<file path="src/rtl/audio_pkg.sv">
// rtl/audio_pkg.sv - shared audio sample types and I2S framing constants
package audio_pkg;

  typedef logic signed [23:0] sample24_t;

  typedef struct packed {
    sample24_t l;
    sample24_t r;
  } stereo24_t;

  localparam int I2S_SLOTS_PER_CH = 32;
  localparam int I2S_DATA_BITS    = 24;

  // IDLE: lines parked low, counters cleared; RUN: frames being serialised
  typedef enum logic {
    ST_IDLE = 1'b0,
    ST_RUN  = 1'b1
  } tx_state_t;

endpackage

</file>
<file path="src/rtl/sample_fifo.sv">
// rtl/sample_fifo.sv - synchronous FIFO with occupancy level, show-ahead head output
module sample_fifo #(
  parameter int WIDTH = 48,
  parameter int DEPTH = 4,
  localparam int AW   = $clog2(DEPTH),
  localparam int LW   = AW + 1
) (
  input  logic             clk,
  input  logic             rst,
  input  logic             push,
  input  logic             pop,
  input  logic [WIDTH-1:0] din,
  output logic [WIDTH-1:0] dout,
  output logic             full,
  output logic             empty,
  output logic [LW-1:0]    level
);

  logic [WIDTH-1:0] mem [DEPTH];
  logic [AW-1:0]    wr_ptr;
  logic [AW-1:0]    rd_ptr;

  // Storage write; caller guarantees push is only asserted when space exists (or a pop frees it)
  always_ff @(posedge clk) begin
    if (push) begin
      mem[wr_ptr] <= din;
    end
  end

  // Pointers wrap naturally because DEPTH is a power of two; level tracks net push/pop
  always_ff @(posedge clk or posedge rst) begin
    if (rst) begin
      wr_ptr <= '0;
      rd_ptr <= '0;
      level  <= '0;
    end else begin
      if (push) begin
        wr_ptr <= wr_ptr + 1'b1;
      end
      if (pop) begin
        rd_ptr <= rd_ptr + 1'b1;
      end
      case ({push, pop})
        2'b10:   level <= level + 1'b1;
        2'b01:   level <= level - 1'b1;
        default: level <= level;
      endcase
    end
  end

  assign dout  = mem[rd_ptr];
  assign full  = (level == LW'(DEPTH));
  assign empty = (level == '0);

endmodule

</file>
<file path="src/rtl/i2s_audio_tx.sv">
// rtl/i2s_audio_tx.sv - FIFO-buffered Philips I2S transmitter for 24-bit stereo samples
module i2s_audio_tx
  import audio_pkg::*;
#(
  parameter int BCLK_DIV   = 4,
  parameter int FIFO_DEPTH = 4,
  parameter int UNDER_W    = 16,
  localparam int LVL_W     = $clog2(FIFO_DEPTH) + 1
) (
  input  logic               clk,
  input  logic               rst,
  input  logic               en,
  input  logic               sample,
  input  logic [23:0]        left_in,
  input  logic [23:0]        right_in,
  output logic               bclk,
  output logic               lrclk,
  output logic               sdata,
  output logic [LVL_W-1:0]   fifo_level,
  output logic               overflow,
  output logic [UNDER_W-1:0] underrun_cnt
);

  localparam int DIV_W  = $clog2(BCLK_DIV);
  localparam int SLOT_W = $clog2(2 * I2S_SLOTS_PER_CH);
  localparam logic [DIV_W-1:0]  DIV_LAST  = DIV_W'(BCLK_DIV - 1);
  localparam logic [SLOT_W-1:0] SLOT_LAST = '1;

  tx_state_t          state_q;
  tx_state_t          state_d;
  logic               do_load;
  logic               do_stop;
  logic               running;
  logic [DIV_W-1:0]   div_cnt;
  logic               tc;
  logic               fall;
  logic               wrap;
  logic [SLOT_W-1:0]  slot;
  logic [SLOT_W-1:0]  slot_nxt;
  logic [SLOT_W-2:0]  k_nxt;
  logic               data_slot;
  sample24_t          sh_l;
  sample24_t          sh_r;
  stereo24_t          last_pair;
  stereo24_t          fifo_dout;
  logic               fifo_push;
  logic               fifo_pop;
  logic               fifo_full;
  logic               fifo_empty;

  assign running   = (state_q == ST_RUN);
  assign tc        = (div_cnt == DIV_LAST);
  assign fall      = running && tc && bclk;
  assign wrap      = fall && (slot == SLOT_LAST);
  assign slot_nxt  = slot + 1'b1;
  assign k_nxt     = slot_nxt[SLOT_W-2:0];
  // Half-slot 0 is the I2S one-bit delay; data occupies half-slots 1..24
  assign data_slot = (k_nxt != '0) && (k_nxt <= (SLOT_W-1)'(I2S_DATA_BITS));

  // A full FIFO can still take a strobe when the frame load pops in the same cycle
  assign fifo_pop  = do_load && !fifo_empty;
  assign fifo_push = sample && (!fifo_full || fifo_pop);

  sample_fifo #(
    .WIDTH($bits(stereo24_t)),
    .DEPTH(FIFO_DEPTH)
  ) u_fifo (
    .clk   (clk),
    .rst   (rst),
    .push  (fifo_push),
    .pop   (fifo_pop),
    .din   ({left_in, right_in}),
    .dout  (fifo_dout),
    .full  (fifo_full),
    .empty (fifo_empty),
    .level (fifo_level)
  );

  // Run/idle state register
  always_ff @(posedge clk or posedge rst) begin
    if (rst) begin
      state_q <= ST_IDLE;
    end else begin
      state_q <= state_d;
    end
  end

  // Frame boundary decisions: load on enable or wrap, park at the wrap when disabled
  always_comb begin
    state_d = state_q;
    do_load = 1'b0;
    do_stop = 1'b0;
    case (state_q)
      ST_IDLE: begin
        if (en) begin
          state_d = ST_RUN;
          do_load = 1'b1;
        end
      end
      ST_RUN: begin
        if (wrap) begin
          if (en) begin
            do_load = 1'b1;
          end else begin
            do_stop = 1'b1;
            state_d = ST_IDLE;
          end
        end
      end
      default: state_d = ST_IDLE;
    endcase
  end

  // Sticky overflow, saturating underrun count and the repeat-on-empty pair
  always_ff @(posedge clk or posedge rst) begin
    if (rst) begin
      overflow     <= 1'b0;
      underrun_cnt <= '0;
      last_pair    <= '0;
    end else begin
      if (sample && fifo_full && !fifo_pop) begin
        overflow <= 1'b1;
      end
      if (fifo_pop) begin
        last_pair <= fifo_dout;
      end else if (do_load && (underrun_cnt != '1)) begin
        underrun_cnt <= underrun_cnt + 1'b1;
      end
    end
  end

  // Bit clock divider and slot counter; everything held at zero while idle
  always_ff @(posedge clk or posedge rst) begin
    if (rst) begin
      div_cnt <= '0;
      bclk    <= 1'b0;
      slot    <= '0;
      lrclk   <= 1'b0;
    end else if (!running || do_stop) begin
      div_cnt <= '0;
      bclk    <= 1'b0;
      slot    <= '0;
      lrclk   <= 1'b0;
    end else begin
      if (tc) begin
        div_cnt <= '0;
        bclk    <= ~bclk;
      end else begin
        div_cnt <= div_cnt + 1'b1;
      end
      if (fall) begin
        slot  <= slot_nxt;
        lrclk <= slot_nxt[SLOT_W-1];
      end
    end
  end

  // Channel shift registers and serial data, updated on fall events so the codec samples on rise
  always_ff @(posedge clk or posedge rst) begin
    if (rst) begin
      sh_l  <= '0;
      sh_r  <= '0;
      sdata <= 1'b0;
    end else begin
      if (do_load) begin
        sh_l <= fifo_pop ? fifo_dout.l : last_pair.l;
        sh_r <= fifo_pop ? fifo_dout.r : last_pair.r;
      end
      if (!running || do_stop) begin
        sdata <= 1'b0;
      end else if (fall) begin
        if (data_slot) begin
          if (slot_nxt[SLOT_W-1]) begin
            sdata <= sh_r[23];
            sh_r  <= {sh_r[22:0], 1'b0};
          end else begin
            sdata <= sh_l[23];
            sh_l  <= {sh_l[22:0], 1'b0};
          end
        end else begin
          sdata <= 1'b0;
        end
      end
    end
  end

endmodule

</file>
<file path="config.mk">
export PLATFORM = sky130hd
export DESIGN_NAME = i2s_audio_tx
export DESIGN_NICKNAME = d
export VERILOG_FILES = /design/src/rtl/audio_pkg.sv /design/src/rtl/sample_fifo.sv /design/src/rtl/i2s_audio_tx.sv
export SDC_FILE = /design/constraint.sdc
export NUM_CORES = 1
export LEC_CHECK = 0
export ABC_AREA = 1
export BUFFER_PORTS_ARGS = -buffer_cell sky130_fd_sc_hd__clkbuf_2
export CAP_MARGIN = 0
export CORE_MARGIN = 3
export CORE_UTILIZATION = 45
export DETAILED_ROUTE_END_ITERATION = 8
export GPL_TIMING_DRIVEN = 0
export SYNTH_ARGS = -nofsm -noshare
export SYNTH_HDL_FRONTEND = slang
export SYNTH_SLANG_ARGS = --single-unit
</file>
<file path="constraint.sdc">
create_clock -name clk -period 5.43 [get_ports clk]
set_input_delay 1.629 -clock clk [delete_from_list [all_inputs] [get_ports clk]]
set_output_delay 1.629 -clock clk [all_outputs]
set_load 0.03 [all_outputs]
</file>
==> flow_summary.json, run 1 <==
{
  "drtPass1Iterations": 4,
  "hp-class": "reg2reg",
  "via_per_inst": 5.08,
  "holdPathEnd": "div_cnt[0]",
  "grt-ovfl-total": 0,
  "via_count": 9128,
  "die_h_microns": 178,
  "top_usage_layer": "met2",
  "post-place-cells": 1734,
  "fin_nets": 1448,
  "slew-limit-headroom_pct": 27.3,
  "worst_slew_pin_slew_ns": 1.08,
  "fp.coreArea_sq_um": 28900,
  "timing.fmax_mhz": 289,
  "min_path_cells": 1,
  "final_area_sq_um": 15500,
  "worstPathArrival_ns": 3.66,
  "drtIter0Drc": 751,
  "leakage_nw": 6.69,
  "synthToLayoutAreaGrowth_pct": 16.2,
  "track_usage_pct": 19.1,
  "postSynthAreaPerCell_sq_um": 10.5,
  "drive_above_1_share_pct": 12.7,
  "post-route-util_pct": 53.6,
  "critPathCaptureType": "flop",
  "finalWirelength_mm": 29.6,
  "antenna_found_initial": 1,
  "slowest_delay_ns": 0.79,
  "syn_nets": 1329,
  "grt_pass1_wl_mm": 47.7,
  "multi_input_area_sq_um": 3700,
  "crit_family": "simple AND/OR/NAND/NOR gates",
  "crit_chain": "clkbuf_2 > inv_1 > a21oi_4 > o21ai_1 > nor2_4 > buf_12",
  "register_area_sq_um": 9040,
  "outcome": "finished, final reports clean",
  "hpwl_mm": 19.3,
  "row_count": 62,
  "cts_resized": 0,
  "met3_usage_pct": 2.87,
  "h-tree-depth": 2,
  "dieArea_sq_um": 31700,
  "synth_top_cell_by_area": "edfxtp_1",
  "layout_min_cycle_time_ns": 3.46,
  "fin_crit_sh_pct": 63.7,
  "clkLatencyLatePin_ns": 0.51,
  "syn_area_sq_um": 13300,
  "power_density_nw_per_um2": 382,
  "insertedDiodeCount": 0,
  "place_area_sq_um": 14400,
  "fillers": 2556,
  "irDropWorstVdd_v": 0.000246,
  "synth_cell_types": 33,
  "place_congestion": 0.816,
  "layout.cells.non_filler": 1797,
  "portBuffers": 74,
  "cp-start-kind": "primary input",
  "numCtsBuffers": 36,
  "clkSinkCount": 323,
  "ys_ff_latch": 323,
  "rsz0062_at_grt": "false",
  "ios": 75,
  "reg2reg_depth": 8,
  "cts.hold.buffers_added": 0,
  "cts.clk_slew.worst_paths_ns": 0.06,
  "r2r_end": "u_fifo.mem[3][28]",
  "cp_data_required_time_ns": 5.64,
  "root_buffer": "clkbuf_16",
  "min_from": "div_cnt[0]",
  "cts.path.max_buffers": 3,
  "grt_util_met2_pct": 28.9,
  "die_width_microns": 178,
  "yosysSeqAreaShare_pct": 67.8,
  "r2r_slack_ns": 2.40,
  "use_met1_pct": 28.7,
  "total_power_mw": 5.92,
  "cpMaxStageDelayCell": "nor2_4",
  "setup_viol": 0,
  "hold_viol": 0,
  "grt_max_degree": 80,
  "cap_violations": 0,
  "worstSetupPathType": "in2reg",
  "syn_inst": 1269,
  "ys_top_cells_by_area": "edfxtp_1 43%, dfrtp_1 25%, nand2_1 9.5%, o21ai_0 5.4%, nor2_1 3.4%",
  "slew_violations": 0,
  "antenna_left": 0,
  "start_util_pct": 46.1,
  "drcViolationCount": 0,
  "ys_warn_count": 0,
  "skew_ns": 0.0200,
  "worstPathBufferInverterCount": 3,
  "cts_setup_buffers": 0,
  "wire_per_inst_microns": 16.5,
  "cts_tree": "built",
  "grt_pass1_vias": 8932,
  "netlist.area_leader.share_pct": 43.2,
  "cp_max_fo": 27,
  "r2r_start": "div_cnt[0]"
}
through the flow:
stage | hold slack [ns] | TNS, ns | worst slack [ns]
floorplan | 0.415 | 0 | 0.303
global placement | 0.428 | -426.68 | -1.43
detailed placement | 0.439 | 0 | 1.36
CTS | 0.448 | 0 | 1.91
global route | 0.468 | 0 | 1.78
finish | 0.444 | 0 | 1.97
worst max path at each step:
stage | startpoint | to | cells past startpoint
3_5_place_dp | en | u_fifo.mem[3][38] | 6
6_report | en | u_fifo.mem[3][28] | 6
2_1_floorplan | rst | bclk | 1
4_1_cts | en | u_fifo.mem[3][5] | 6
3_3_place_gp | rst | last_pair[7] | 2
5_1_grt | en | u_fifo.mem[3][39] | 6
layout make-up:
class,instances,area share (%)
plain buffers,61,1.95
clock buffers,42,5.96
clock inverters,21,1.20
inverters,87,2.14
multi-input cells,798,23.9
flip-flops and latches,323,58.3
well taps,384,3.10
repair buffers,81,3.44
per-layer routing:
layer  part of all wire, %  vias to the layer above
met5                 0.047                        -
met2                    44                      225
met1                    48                     4353
li1                      -                     4505
met4                   2.1                        2
met3                   5.2                       43
registers in the layout, indices dropped and copies added (netlist names):
register	flops
sh_r	24
sh_l	24
last_pair	48
div_cnt	2
u_fifo.mem	192
u_fifo.rd_ptr	2
slot	5
lrclk	1
u_fifo.level	3
overflow	1
u_fifo.wr_ptr	2
running	1
underrun_cnt	16
bclk	1
sdata	1
placed cells by master, fill, tap and decap left out, drive strengths merged, types with 12 or more instances in the layout:
cell type,count
edfxtp,192
nand3,74
dfrtp,131
nor2,125
o22ai,47
buf,29
clkbuf,155
o21ai,155
inv,88
clkinv,17
xor2,12
nand2,352
logic make-up after synthesis:
| kind of cell | Yosys count | share of synthesized area (%) |
|---|---|---|
| compound gates | 209 | 8.39 |
| xor+xnor | 14 | 0.919 |
| fa+ha+maj | 8 | 0.807 |
| buf+inv | 148 | 4.72 |
| flops | 323 | 67.8 |
| simple gates | 567 | 17.4 |
Yosys cell counts:
master      n
o22ai_1    47
nand2_1   338
buf_6       4
nand3b_1    2
clkbuf_1   39
o21ai_1    11
o21ai_0   144
nor3_1      6
and2_1      2
fa_1        1
inv_1      84
ha_1        7
nand3_4     1
buf_2      11
nand3_1    73
dfrtp_1   131
nor2_4      1
inv_2       2
buf_1       1
nor2_2      3
edfxtp_1  192
or2_2       2
a21oi_4     1
a31o_2      1
nand2_2    14
a21oi_1     5
nor2_1    121
xnor2_1     2
buf_4       5
buf_8       1
clkinv_1    1
xor2_1     12
nand4_1     4
power breakdown:
| part | switching (mW) | internal [mW] |
|---|---|---|
| clock | 0.943 | 1.36 |
| sequential | 0.0764 | 2.96 |
| combinational | 0.409 | 0.173 |
worst register-to-register path: cells and delay by family (launching register included):
kind                       cells  cell delay (ns)
AOI/OAI and AO/OA              2             0.70
DFF                            1             0.35
adders and majority gates      1             0.19
and+or+nand+nor                4             1.18
buffers and inverters          1             0.30
(Power assumes the default switching activity.)
==> run 2: changes to the inputs <==
==> constraint.sdc (replaced) <==
create_clock -name clk -period 2.8 [get_ports clk]
set_input_delay 0.84 -clock clk [delete_from_list [all_inputs] [get_ports clk]]
set_output_delay 0.84 -clock clk [all_outputs]
set_load 0.03 [all_outputs]
==> run 2 against run 1 <==
Compared with the run above:
- sequential share of layout area shrank 0.37 points
- first-iteration DRC count shrank 19%
- combinational power rose by 120%
- hold slack got worse by 0.042 ns
- cell area is 0.65% higher
- non-clock buffer count up 8
- die area stayed put
==> flow_summary.json, run 2 (synthesis results as in run 1) <==
{
  "ios": 75,
  "cts_tree": "built",
  "post-route-util_pct": 53.9,
  "fin_nets": 1456,
  "antenna_found_initial": 2,
  "clkSinkCount": 323,
  "slew_violations": 0,
  "irDropWorstVdd_v": 0.000558,
  "cp_data_required_time_ns": 3.01,
  "worstSetupPathType": "reg2reg",
  "finalWirelength_mm": 30.1,
  "numCtsBuffers": 35,
  "p_sw_share_pct": 24.3,
  "row_count": 62,
  "power_frac_clock_pct": 37.5,
  "start_util_pct": 46.1,
  "tns_ns": 0,
  "h-tree-depth": 2,
  "top_register": "u_fifo.mem",
  "cts.clk_slew.worst_paths_ns": 0.06,
  "layout_commonest_cell": "nand2_1",
  "clkLatencyLatePin_ns": 0.52,
  "final_cell_mix": "338 x nand2_1, 192 x edfxtp_1, 144 x o21ai_0",
  "skew_ns": 0.0294,
  "grt_pass1_vias": 8916,
  "root_buffer": "clkbuf_16",
  "layout_min_cycle_time_ns": 2.55,
  "grt_pass1_wl_mm": 48.4,
  "cap_violations": 0,
  "grt_util_met2_pct": 30.1,
  "pwr-share-comb_pct": 11.0,
  "fillers": 2573,
  "track_usage_pct": 19.4,
  "die_width_microns": 178,
  "p_int_mw": 8.65,
  "fp.coreArea_sq_um": 28900,
  "grt-ovfl-total": 0,
  "top_usage_layer": "met2",
  "leakage_nw": 6.73,
  "p_switching_mw": 2.77,
  "largest_register_ffs": 192,
  "worstPathArrival_ns": 2.76,
  "cts.hold.buffers_added": 0,
  "drcViolationCount": 0,
  "fin_crit_sh_pct": 90.9,
  "wire_per_inst_microns": 16.7,
  "power_density_nw_per_um2": 732,
  "portBuffers": 74,
  "grt_max_degree": 41,
  "use_met1_pct": 28.6,
  "place_congestion": 0.800,
  "outcome": "finished, final reports clean",
  "critPathCaptureType": "flop",
  "dieArea_sq_um": 31700,
  "cts.path.max_buffers": 3,
  "cp-start-kind": "flop",
  "hold_viol": 0,
  "met3_usage_pct": 3.32,
  "drtIter0Drc": 611,
  "slew-limit-headroom_pct": 38.4,
  "antenna_left": 0,
  "via_per_inst": 5.10,
  "cp_max_fo": 18,
  "largestRegisters": "u_fifo.mem: 192 flops, last_pair: 48 flops",
  "hpwl_mm": 19.9,
  "synthToLayoutAreaGrowth_pct": 16.9,
  "via_count": 9204,
  "drtPass1Iterations": 5,
  "hp-class": "in2async",
  "setup_viol": 0,
  "rsz0062_at_grt": "false",
  "drive_above_1_share_pct": 13.3,
  "timing.fmax_mhz": 393,
  "die_h_microns": 178,
  "p_seq_share_pct": 51.5,
  "worst_slew_pin_slew_ns": 0.924,
  "fin_hold_ws_ns": 0.401
}
[run 2: final timing paths]
kind                             from           endpoint  slack [ns]  cells past startpoint
hold reg to reg            div_cnt[0]         div_cnt[0]        0.44                      1
min in group clk           div_cnt[0]         div_cnt[0]        0.44                      1
setup reg to reg           div_cnt[0]  u_fifo.mem[2][33]        0.25                      9
hold / removal                    rst    underrun_cnt[6]        0.40                      2
max in group asynchronous         rst           sh_l[21]        1.55                      4
setup / recovery           div_cnt[0]  u_fifo.mem[2][33]        0.25                      9
[run 2: cell type report]
type	count	area (sq um)	area share [%]
sequential	323	9040	58.0
multi-input combinational	799	3710	23.8
clock buffer	54	1020	6.53
timing repair buffer	89	658	4.22
tap	384	480	3.08
inverter	87	330	2.12
buffer	61	303	1.94
clock inverter	5	47.5	0.305
antenna	2	5.00	0.0321
[run 2: metal layers]
metal  up-vias  share of wire (%)
met5         -              0.056
met4         2                1.8
met3        44                5.7
met2       234                 45
met1      4412                 47
li1       4512                  -
[run 2: critical path, cell delays in order, from the launching register on]
cell and delay, ns:
dfrtp_1 0.35, ha_1 0.19, nand2_1 0.12, nor2_2 0.17, nand2_2 0.10, a21oi_4 0.32, o21ai_2 0.33, nor2_4 0.27
buf_16 0.19, buf_16 0.18
[run 2: through the flow]
step | setup slack, ns | cells | power, mW | instance area (sq um)
floorplan | -1.02 | 1269 | 6.61 | 13300
global placement | -3.10 | 1727 | 7.01 | 14200
detailed placement | -0.508 | 1737 | 7.18 | 14500
CTS | 0.00500 | 1801 | 11.5 | 15600
global route | 0.105 | 1803 | 11.9 | 15600
finish | 0.254 | 1804 | 11.4 | 15600
[run 2: power groups by stage]
| stage | logic (mW) | clock network, mW | registers, mW |
|---|---|---|---|
| after floorplan | 0.577 | 0 | 6.03 |
| after global placement | 0.963 | 0 | 6.05 |
| after detailed placement | 1.20 | 0 | 5.98 |
| after CTS | 1.25 | 4.38 | 5.88 |
| after global routing | 1.39 | 4.60 | 5.92 |
| final | 1.26 | 4.28 | 5.88 |
[run 2: timing repair]
action                     in CTS  in global routing
setup endpoints to repair     155                 48
gates cloned                    1                  0
resized for setup               1                  1
buffers inserted                4                  1
pin swaps                       3                  1
